--- config.mk ---
export PLATFORM = sky130hd
export DESIGN_NAME = inter_rr
export DESIGN_NICKNAME = d
export VERILOG_FILES = /design/src/rtl/inter_rr.sv
export SDC_FILE = /design/constraint.sdc
export NUM_CORES = 1
export LEC_CHECK = 0
export CAP_MARGIN = 20
export CORE_ASPECT_RATIO = 0.6
export CORE_UTILIZATION = 50
export DETAILED_ROUTE_END_ITERATION = 16
export GPL_TIMING_DRIVEN = 1
export PLACE_DENSITY = 0.79
export SYNTH_ARGS = -nofsm -noshare
export SYNTH_HDL_FRONTEND = slang
export SYNTH_SLANG_ARGS = --single-unit
--- constraint.sdc ---
create_clock -name clk -period 4.3 [get_ports clk]
set_clock_uncertainty 0.05 [all_clocks]
set_input_delay 0.43 -clock clk [delete_from_list [all_inputs] [get_ports clk]]
set_output_delay 0.43 -clock clk [all_outputs]
set_load 0.1 [all_outputs]
--- src/rtl/inter_rr.sv ---
// N-master to M-slave single-transfer interconnect with round-robin arbitration.
// Optional macro INTER_RR_DECERR_EN adds decode_err and drops out-of-range slave ids.
module inter_rr #(
    parameter  int NUM_MASTER = 3,
    parameter  int NUM_SLAVE  = 2,
    parameter  int ADDR_W     = 3,
    parameter  int DATA_W     = 3,
    localparam int SID_W      = (NUM_SLAVE > 2) ? $clog2(NUM_SLAVE) : 1,
    localparam int REQ_W      = SID_W + ADDR_W + DATA_W,
    localparam int GID_W      = $clog2(NUM_MASTER)
) (
    input  logic                        clk,
    input  logic                        rst_n,
    input  logic [NUM_MASTER-1:0]       in_valid,
    output logic [NUM_MASTER-1:0]       in_ready,
    input  logic [NUM_MASTER*REQ_W-1:0] data_in,
    input  logic [NUM_SLAVE-1:0]        ready_slave,
    output logic [NUM_SLAVE-1:0]        valid_slave,
    output logic [ADDR_W-1:0]           addr_out,
    output logic [DATA_W-1:0]           value_out,
    output logic [NUM_SLAVE-1:0]        handshake_slave,
`ifdef INTER_RR_DECERR_EN
    output logic                        decode_err,
`endif
    output logic [GID_W-1:0]            grant_id
);
    typedef enum logic [1:0] {S_IDLE, S_SEND, S_DONE} state_t;

    state_t                             r_state, w_state_nxt;
    logic [NUM_MASTER-1:0][REQ_W-1:0]   r_req;
    logic [NUM_MASTER-1:0]              r_pend, w_clr;
    logic [GID_W-1:0]                   r_ptr, w_ptr_nxt, r_gid, w_gid_nxt, w_g;
    logic                               w_any, w_bad, w_xfer;
    logic [REQ_W-1:0]                   w_word;
    logic [SID_W-1:0]                   w_sid, w_sid_eff;
    logic [NUM_SLAVE-1:0]               r_valid, w_valid_nxt, r_hs, w_hs_nxt, w_onehot;
    logic [ADDR_W-1:0]                  r_addr, w_addr_nxt;
    logic [DATA_W-1:0]                  r_value, w_value_nxt;
`ifdef INTER_RR_DECERR_EN
    logic                               r_derr, w_derr_nxt;
`endif

    function automatic logic [GID_W-1:0] inc_mod(input logic [GID_W-1:0] g);
        return (g == GID_W'(NUM_MASTER - 1)) ? '0 : g + 1'b1;
    endfunction

    assign in_ready = ~r_pend;

    always_ff @(posedge clk or negedge rst_n) begin
        if (!rst_n) begin
            r_req  <= '0;
            r_pend <= '0;
        end else begin
            for (int i = 0; i < NUM_MASTER; i++) begin
                if (in_valid[i] && !r_pend[i]) begin
                    r_req[i]  <= data_in[i*REQ_W +: REQ_W];
                    r_pend[i] <= 1'b1;
                end else if (w_clr[i]) begin
                    r_pend[i] <= 1'b0;
                end
            end
        end
    end

    // First pending master at or after r_ptr, wrapping.
    always_comb begin
        int j;
        j     = 0;
        w_any = 1'b0;
        w_g   = '0;
        for (int k = 0; k < NUM_MASTER; k++) begin
            j = int'(r_ptr) + k;
            if (j >= NUM_MASTER) j = j - NUM_MASTER;
            if (!w_any && r_pend[j]) begin
                w_any = 1'b1;
                w_g   = GID_W'(j);
            end
        end
    end

    assign w_word    = r_req[w_g];
    assign w_sid     = w_word[REQ_W-1 -: SID_W];
    assign w_bad     = (int'(w_sid) >= NUM_SLAVE);
    assign w_sid_eff = w_bad ? SID_W'(NUM_SLAVE - 1) : w_sid;
    assign w_onehot  = NUM_SLAVE'(1) << w_sid_eff;
    assign w_xfer    = |(r_valid & ready_slave);

    always_comb begin
        w_state_nxt = r_state;
        w_valid_nxt = r_valid;
        w_addr_nxt  = r_addr;
        w_value_nxt = r_value;
        w_hs_nxt    = '0;
        w_gid_nxt   = r_gid;
        w_ptr_nxt   = r_ptr;
        w_clr       = '0;
`ifdef INTER_RR_DECERR_EN
        w_derr_nxt  = 1'b0;
`endif
        unique case (r_state)
            S_IDLE, S_DONE: begin
                if (w_any) begin
                    w_gid_nxt = w_g;
`ifdef INTER_RR_DECERR_EN
                    if (w_bad) begin
                        w_clr       = NUM_MASTER'(1) << w_g;
                        w_ptr_nxt   = inc_mod(w_g);
                        w_derr_nxt  = 1'b1;
                        w_state_nxt = S_DONE;
                    end else
`endif
                    begin
                        w_valid_nxt = w_onehot;
                        w_addr_nxt  = w_word[DATA_W +: ADDR_W];
                        w_value_nxt = w_word[DATA_W-1:0];
                        w_state_nxt = S_SEND;
                    end
                end else begin
                    w_state_nxt = S_IDLE;
                end
            end
            S_SEND: begin
                if (w_xfer) begin
                    w_valid_nxt = '0;
                    w_addr_nxt  = '0;
                    w_value_nxt = '0;
                    w_hs_nxt    = r_valid;
                    w_clr       = NUM_MASTER'(1) << r_gid;
                    w_ptr_nxt   = inc_mod(r_gid);
                    w_state_nxt = S_DONE;
                end
            end
            default: w_state_nxt = S_IDLE;
        endcase
    end

    always_ff @(posedge clk or negedge rst_n) begin
        if (!rst_n) begin
            r_state <= S_IDLE;
            r_valid <= '0;
            r_addr  <= '0;
            r_value <= '0;
            r_hs    <= '0;
            r_gid   <= '0;
            r_ptr   <= '0;
`ifdef INTER_RR_DECERR_EN
            r_derr  <= 1'b0;
`endif
        end else begin
            r_state <= w_state_nxt;
            r_valid <= w_valid_nxt;
            r_addr  <= w_addr_nxt;
            r_value <= w_value_nxt;
            r_hs    <= w_hs_nxt;
            r_gid   <= w_gid_nxt;
            r_ptr   <= w_ptr_nxt;
`ifdef INTER_RR_DECERR_EN
            r_derr  <= w_derr_nxt;
`endif
        end
    end

    assign valid_slave     = r_valid;
    assign addr_out        = r_addr;
    assign value_out       = r_value;
    assign handshake_slave = r_hs;
    assign grant_id        = r_gid;
`ifdef INTER_RR_DECERR_EN
    assign decode_err      = r_derr;
`endif
endmodule

* Yosys cells after proc, flatten, opt, wreduce, memory -nomap -nowiden
Index checks and enable logic that the tools add are counted.
Storage, ports and cells: bits in registers 40, latch bits 0, bits in writable memories 0, memory bits (read-only) 0, logic and storage cells 97, memories 0
Operators by class: $add $sub $neg 6, multiply operators 0, div/mod/pow operators 0, magnitude comparators 7, equal/unequal tests 5, shift-type cells 2, multiplexer cells 42, bitwise gates (word level) 2, reductions and logical operators 20
Operators with widths (count):
- 32-bit by 4-bit less-than comparator with 1-bit output, second input constant | 3
- 32-bit two-way mux | 3
- 2-bit two-way mux | 9
- 1-bit two-way mux | 16
- 3-bit two-way mux | 5
- 7-bit binary-select mux with 2-bit select | 1
- 3-bit one-hot mux with 2 select lines | 2
- 2-bit one-hot mux with 2 select lines | 2
- 2-bit nonzero test | 4
- 3-bit by 2-bit subtractor with 4-bit output, second input constant | 2
- 7-bit two-way mux | 1
- 1-bit binary-select mux with 2-bit select | 3
- 3-bit by 2-bit >= comparator with 1-bit output, second input constant | 2
- 1-bit logical AND | 5
- 1-bit logical NOT | 5
- 2-bit == test, second input constant | 2
- 2-bit inequality test, second input constant | 2
- 2-bit AND reduction | 2
- 2-bit OR reduction | 2
- 2-bit by 1-bit adder with 3-bit output, second input constant | 1
- 2-bit by 2-bit adder with 3-bit output, second input constant | 1
- 2-bit by 3-bit less-than comparator with 1-bit output, second input constant | 1
- 3-bit NOT | 1
- 3-bit AND reduction | 1
- other kinds (8) | 8

* Depth between registers and ports, before layout
Gate-level depths: netlist of the first run.
depth after elaboration 17, gate-level depth with buffers 9, depth with buffers taken out 8

* Least setup slack after synthesis of the first run
No wires, ideal clock.
path kind register to register, start register r_ptr[0], end register r_valid[1] (netlist: valid_slave[1]), library setup time 0.146 ns, arrival 1.875 ns, data required time 4.104 ns, slack 2.229 ns, cell stages (with the launch flop) 9, path buffers 0, period minus slack after synthesis 2.071 ns, cells stage by stage dfrtp_1 > inv_1 > ha_1 > mux2_2 > mux2i_4 > o211ai_2 > o21ai_4 > mux2i_1 > o221ai_1
On the way: longest elaborated chain between the ends 17
RTL lines:
- start: declaration | line 32 | logic [GID_W-1:0] r_ptr, w_ptr_nxt, r_gid, w_gid_nxt, w_g;
- start signal: assignment | line 156 | r_ptr <= w_ptr_nxt;
- branches (longest 17 deep; another with 3-bit by 2-bit subtractor with 4-bit output)
- end signal: assignment | line 151 | r_valid <= w_valid_nxt;
- end: declaration | line 36 | logic [NUM_SLAVE-1:0] r_valid, w_valid_nxt, r_hs, w_hs_nxt, w_onehot;
Parallel ways; which one is timed is not known. The select of a mux whose other input is x is not followed. A chain may end at the register's enable or synchronous reset.

* Worst setup path after layout of the first run
start register r_pend[0], end output in_ready[0]
On the way: longest elaborated chain between the ends 1
RTL lines:
- start: declaration | line 31 | logic [NUM_MASTER-1:0] r_pend, w_clr;
- start signal: assignment | line 52 | r_pend <= '0;
- start signal: indexed assignment | line 57 | r_pend[i] <= 1'b1;
- start signal: indexed assignment | line 59 | r_pend[i] <= 1'b0;
- 3-bit NOT | line 47 | assign in_ready = ~r_pend;
- end: declaration | line 15 | output logic [NUM_MASTER-1:0] in_ready,
Every way passes these cells.

==> results.sh, run 1 <==
export IMPL_status="finished, final reports clean"
export IMPL_fp_dieH_microns=50.2
export IMPL_postCtsSetupBuffers=0
export IMPL_cp_start_kind="flop"
export IMPL_timing_hold_ws_ns=0.189
export IMPL_fillers=266
export IMPL_ctsResizeCount=0
export IMPL_vias_per_cell=5.49
export IMPL_drc=0
export IMPL_hpwlAfterDp_mm=3.18
export IMPL_synth_cell_area_sq_um=1930
export IMPL_yosysWarnings=0
export IMPL_min_period_ns=2.46
export IMPL_wl_met2_mm=1.63
export IMPL_gr_total_overflow=0
export IMPL_dieWidth_microns=82.3
export IMPL_placed_area_sq_um=2380
export IMPL_synth_nets=194
export IMPL_fin_util_pct=67.7
export IMPL_tightest_slew_ns=0.980
export IMPL_num_vias=1400
export IMPL_start_util_pct=52.5
export IMPL_h_tree_depth=2
export IMPL_slew_violations=0
export IMPL_cts_root_buf="clkbuf_8"
export IMPL_post_drt_wl_per_cell_microns=15.9
export IMPL_core_area_sq_um=3680
export IMPL_syn_avg_cell_area_sq_um=11.9
export IMPL_fmax_mhz=406
export IMPL_grt_pass1_wl_mm=6.53
export IMPL_worstHoldPathType="input port to asynchronous set/reset pin"
export IMPL_placementRows=17
export IMPL_ys_ff_latch=40
export IMPL_io_pins=43
export IMPL_cts_tree="built"
export IMPL_ctsLongestPathBuffers=2
export IMPL_dr_pass1_iters=4
export IMPL_die_area_sq_um=4130
export IMPL_highest_layer="met4"
export IMPL_synth_edf_count=0
export IMPL_max_slew_margin_pct=34.5
export IMPL_numCtsBuffers=5
export IMPL_clkTransAtPathRegs_ns=0.07
export IMPL_stdcell_area_sq_um=2490
export IMPL_register_area_sq_um=1000
export IMPL_clock_sinks=40
export IMPL_antenna_found_initial=0
export IMPL_dr_first_iter_drc_count=110
export IMPL_wl_met1_mm=2.10
export IMPL_grt_max_degree=41
export IMPL_grt_usage_pct=22.5
export IMPL_gp_congestion=0.789
export IMPL_wl_met3_microns=300
export IMPL_crit_type="flop to output pin"
export IMPL_insertion_delay_ns=0.28
export IMPL_layout_drive_gt1_share_pct=17.3
export IMPL_synthFlopType="dfrtp_1"
export IMPL_multi_input_area_sq_um=865
export IMPL_hold_viol_final=0
export IMPL_required_ns=3.82
export IMPL_ys_seq_area_share_pct=51.8
export IMPL_cap_violations=0
export IMPL_tns_ns=0
export IMPL_finalCritPeriodShare_pct=57.2
export IMPL_ant_nets=0
export IMPL_numPortBuffers=42
export IMPL_area_growth_pct=28.9
export IMPL_nNetsFinal=239
export IMPL_setup_violations=0
export IMPL_netlist_cell_type_count=40
export IMPL_grt_pass1_vias=1358
export IMPL_endpoint_kind="output pin"
export IMPL_drt_total_wl_mm=4.06
export IMPL_antenna_cells=0
export IMPL_synth_cells=162
export IMPL_critical_path_arrival_ns=1.98
export IMPL_hold_buffers=0
export IMPL_rsz0062_at_grt="false"
export IMPL_synthArstFlopShare_pct=100
export IMPL_critPathMaxFanout=6
through the flow:
stage,instances,setup slack [ns]
2_1_floorplan,162,2.23
3_3_place_gp,247,2.00
3_5_place_dp,247,1.98
4_1_cts,255,1.83
5_1_grt,255,1.79
6_report,255,1.84
final timing paths:
kind,startpoint,to,slack [ns],cells after the start
worst min-delay path,rst_n,r_req[17],0.19,1
max in group asynchronous,rst_n,r_ptr[1],3.46,1
worst max register to register,r_ptr[1],addr_out[2],1.93,8
min in group clk,addr_out[0],addr_out[0],0.46,2
worst min register to register,addr_out[0],addr_out[0],0.46,2
worst max-delay path,r_pend[0],in_ready[0],1.84,2
synthesized netlist by cell type (2+ instances only):
| library cell | count | area share (%) |
|---|---|---|
| nand2_1 | 16 | 3.1 |
| o21ai_0 | 9 | 2.3 |
| nor2b_1 | 3 | 0.97 |
| clkbuf_1 | 3 | 0.58 |
| mux2i_1 | 10 | 5.2 |
| nand3b_1 | 2 | 0.78 |
| o221ai_1 | 7 | 3.2 |
| and2b_2 | 2 | 0.91 |
| dfrtp_1 | 40 | 52 |
| nor2_1 | 4 | 0.78 |
| and2_1 | 2 | 0.65 |
| inv_1 | 12 | 2.3 |
| a21o_1 | 3 | 1.2 |
| nand2b_1 | 3 | 0.97 |
| o21ai_1 | 2 | 0.52 |
| o21bai_1 | 2 | 0.78 |
| ha_1 | 4 | 2.6 |
| mux2_2 | 16 | 9.3 |
flip-flops by register name, indices dropped and copies added, names as in the netlist:
register and count:
r_state 2, addr_out 3, value_out 3, r_ptr 2, r_pend 3, valid_slave 2, handshake_slave 2, grant_id 2
r_req 21
layout by cell type, fill, tap and decap left out, drive strengths merged, types with 2 or more instances in the layout:
cell           Yosys  final
a21o               3      3
nor2b              3      3
dfrtp             40     40
nor2               5      5
clkbuf             3      6
clkdlybuf4s50      0     41
ha                 4      4
and2               3      3
mux2i             11     11
mux2              17     17
inv               12     12
o21bai             2      2
o221ai             7      7
o21ai             12     12
and2b              2      2
nand2             17     17
nand2b             4      4
nand3b             2      2
worst max-delay path: stages (launching register included):
cell,delay (ns)
dfrtp_1,0.45
inv_1,0.11
clkdlybuf4s50_1,1.14
area by class of cell:
type                    count  area share (%)
inverters                  12            1.81
multi-input cells         106            34.7
clock inverters             2            1.41
clock buffers               6            2.91
well taps                  47            2.36
flip-flops and latches     40            40.2
repair buffers             42            16.7
cell families (layout without fill, tap and decap cells):
group | after synthesis | in the layout | share of synthesized area, %
fa+ha+maj | 4 | 4 | 2.59
compound gates | 34 | 34 | 14.2
flops | 40 | 40 | 51.8
buf+inv | 16 | 62 | 3.49
simple gates | 40 | 40 | 11.5
mux | 28 | 28 | 16.4
metal layers:
metal / vias to the layer above / global-route usage [%]
met5: - / 0
met2: 54 / 29.9
met3: 4 / 6.73
met1: 679 / 34.6
met4: 0 / 7.31
li1: 663 / -
Power of run 1 is not shown: default switching activity piles up to over one toggle a cycle in this logic, so the estimate is an artifact.
==> inputs of run 2 (changes only) <==
--- a/config.mk
+++ b/config.mk
@@ -7,10 +7,10 @@
 export LEC_CHECK = 0
 export CAP_MARGIN = 20
 export CORE_ASPECT_RATIO = 0.6
-export CORE_UTILIZATION = 50
+export CORE_UTILIZATION = 45
 export DETAILED_ROUTE_END_ITERATION = 16
 export GPL_TIMING_DRIVEN = 1
-export PLACE_DENSITY = 0.79
+export PLACE_DENSITY = 0.75
 export SYNTH_ARGS = -nofsm -noshare
 export SYNTH_HDL_FRONTEND = slang
 export SYNTH_SLANG_ARGS = --single-unit
==> constraint.sdc (replaced) <==
create_clock -name clk -period 2.2 [get_ports clk]
set_clock_uncertainty 0.05 [all_clocks]
set_input_delay 0.22 -clock clk [delete_from_list [all_inputs] [get_ports clk]]
set_output_delay 0.22 -clock clk [all_outputs]
set_load 0.1 [all_outputs]
==> results.sh, run 2 (synthesis gave the netlist of run 1 again) <==
export IMPL_crit_chain="inv_2 > ha_4 > mux2i_2 > mux2_4 > buf_6 > o21ai_4 > mux2i_1 > o221ai_1"
export IMPL_slowest_delay_ns=0.43
export IMPL_ctsLongestPathBuffers=2
export IMPL_insertion_delay_ns=0.29
export IMPL_fin_util_pct=63.6
export IMPL_gp_congestion=0.863
export IMPL_final_common_cell="dfrtp_1"
export IMPL_grt_max_degree=41
export IMPL_crit_type="flop to flop"
export IMPL_area_growth_pct=35.5
export IMPL_crit_slowest_cell="dfrtp_1"
export IMPL_post_drt_wl_per_cell_microns=15.5
export IMPL_fmax_mhz=460
export IMPL_clkTransAtPathRegs_ns=0.07
export IMPL_cts_tree="built"
export IMPL_worstHoldPathType="input port to asynchronous set/reset pin"
export IMPL_timing_hold_ws_ns=-0.0111
export IMPL_dr_pass1_iters=4
export IMPL_grt_pass1_vias=1291
export IMPL_top_register="r_req"
export IMPL_io_pins=43
export IMPL_die_area_sq_um=4570
export IMPL_layout_drive_gt1_share_pct=31.8
export IMPL_hold_viol_final=21
export IMPL_max_slew_margin_pct=42.8
export IMPL_cp_start_kind="flop"
export IMPL_cap_violations=0
export IMPL_finalCritPeriodShare_pct=98.9
export IMPL_grt_pass1_wl_mm=6.85
export IMPL_critPathMaxFanout=5
export IMPL_vias_per_cell=5.12
export IMPL_antenna_cells=0
export IMPL_num_vias=1419
export IMPL_drc=0
export IMPL_setup_violations=0
export IMPL_nNetsFinal=248
export IMPL_violations="hold timing"
export IMPL_antenna_found_initial=0
export IMPL_endpoint_kind="flop"
export IMPL_gr_total_overflow=0
export IMPL_core_area_sq_um=4120
export IMPL_final_cell_mix="39 x dfrtp_1, 26 x clkdlybuf4s50_1, 22 x buf_4, 16 x mux2_2, 16 x nand2_1"
export IMPL_h_tree_depth=2
export IMPL_hpwlAfterDp_mm=3.25
export IMPL_clock_sinks=40
export IMPL_slew_violations=0
export IMPL_ant_nets=0
export IMPL_drt_total_wl_mm=4.29
export IMPL_status="complete, but fails checks"
export IMPL_numPortBuffers=42
export IMPL_largest_reg_flops=21
export IMPL_start_util_pct=46.9
export IMPL_grt_usage_pct=21.0
export IMPL_dr_first_iter_drc_count=190
export IMPL_tightest_slew_ns=0.858
export IMPL_fillers=318
export IMPL_dieWidth_microns=86.6
export IMPL_cts_root_buf="clkbuf_8"
export IMPL_min_period_ns=2.17
export IMPL_fp_dieH_microns=52.8
export IMPL_numCtsBuffers=5
export IMPL_rsz0062_at_grt="true"
export IMPL_critical_path_arrival_ns=2.29
export IMPL_required_ns=2.31
export IMPL_placementRows=18
## run 2: changes by cell type in the layout (fill, tap and decap cells not counted), sizes merged
| cell | delta |
|---|---|
| o21ai | +1 |
| clkinv | -1 |
| clkdlybuf4s50 | -15 |
| buf | +23 |
| clkbuf | +1 |
## run 2: path summary, 6_finish.rpt
kind | to | slack (ns) | start | cells after the start
setup / recovery | value_out[0] | 0.03 | r_ptr[1] | 8
hold / removal | r_state[1] | -0.01 | rst_n | 1
setup reg to reg | value_out[0] | 0.03 | r_ptr[1] | 8
hold reg to reg | addr_out[0] | 0.45 | addr_out[0] | 2
max in group asynchronous | r_ptr[0] | 1.51 | rst_n | 1
min in group clk | r_req[14] | 0.44 | data_in[14] | 3
## run 2: final cells by class
type	count	area [sq um]	area share, %
Sequential cell	40	1000	38.3
Multi-Input combinational cell	107	930	35.5
Timing Repair Buffer	50	442	16.9
Clock buffer	7	96.3	3.68
Tap cell	60	75.1	2.87
Inverter	12	45.0	1.72
Clock inverter	1	30.0	1.15
## run 2: critical path: cells and delay by family, from the launching register on
family / cells / cell delay [ns]
DFF: 1 / 0.43
AOI/OAI and AO/OA: 2 / 0.38
adders and majority gates: 1 / 0.19
muxes: 3 / 0.78
buffers and inverters: 2 / 0.23
## run 2: per-stage QoR
stage | setup TNS (ns) | setup WS, ns | instance area, sq um | cells
after CTS | 0 | 0.00620 | 2540 | 274
after detailed placement | -0.0201 | -0.00967 | 2400 | 265
after floorplan | 0 | 0.129 | 1930 | 162
final | 0 | 0.0251 | 2620 | 277
after global routing | -0.355 | -0.114 | 2620 | 277
after global placement | 0 | 0.0902 | 2400 | 265
## run 2: what timing repair did
item / 4_1_cts / 5_1_grt
resized for setup: 2 / 12
setup buffers: 0 / 3
hold buffers: 0 / 0
endpoints found under the setup margin: 6 / 9
pin swaps: 0 / 5
gates cloned: 1 / 0
## run 2: metal layers
metal,vias to the layer above,part of all wire (%),global-route usage [%]
met3,8,6.7,5.67
met5,-,0,0
met2,63,39,28.2
met4,0,1.0,6.39
li1,683,-,-
met1,665,53,32.1
Power of run 2 is left out for the same reason.
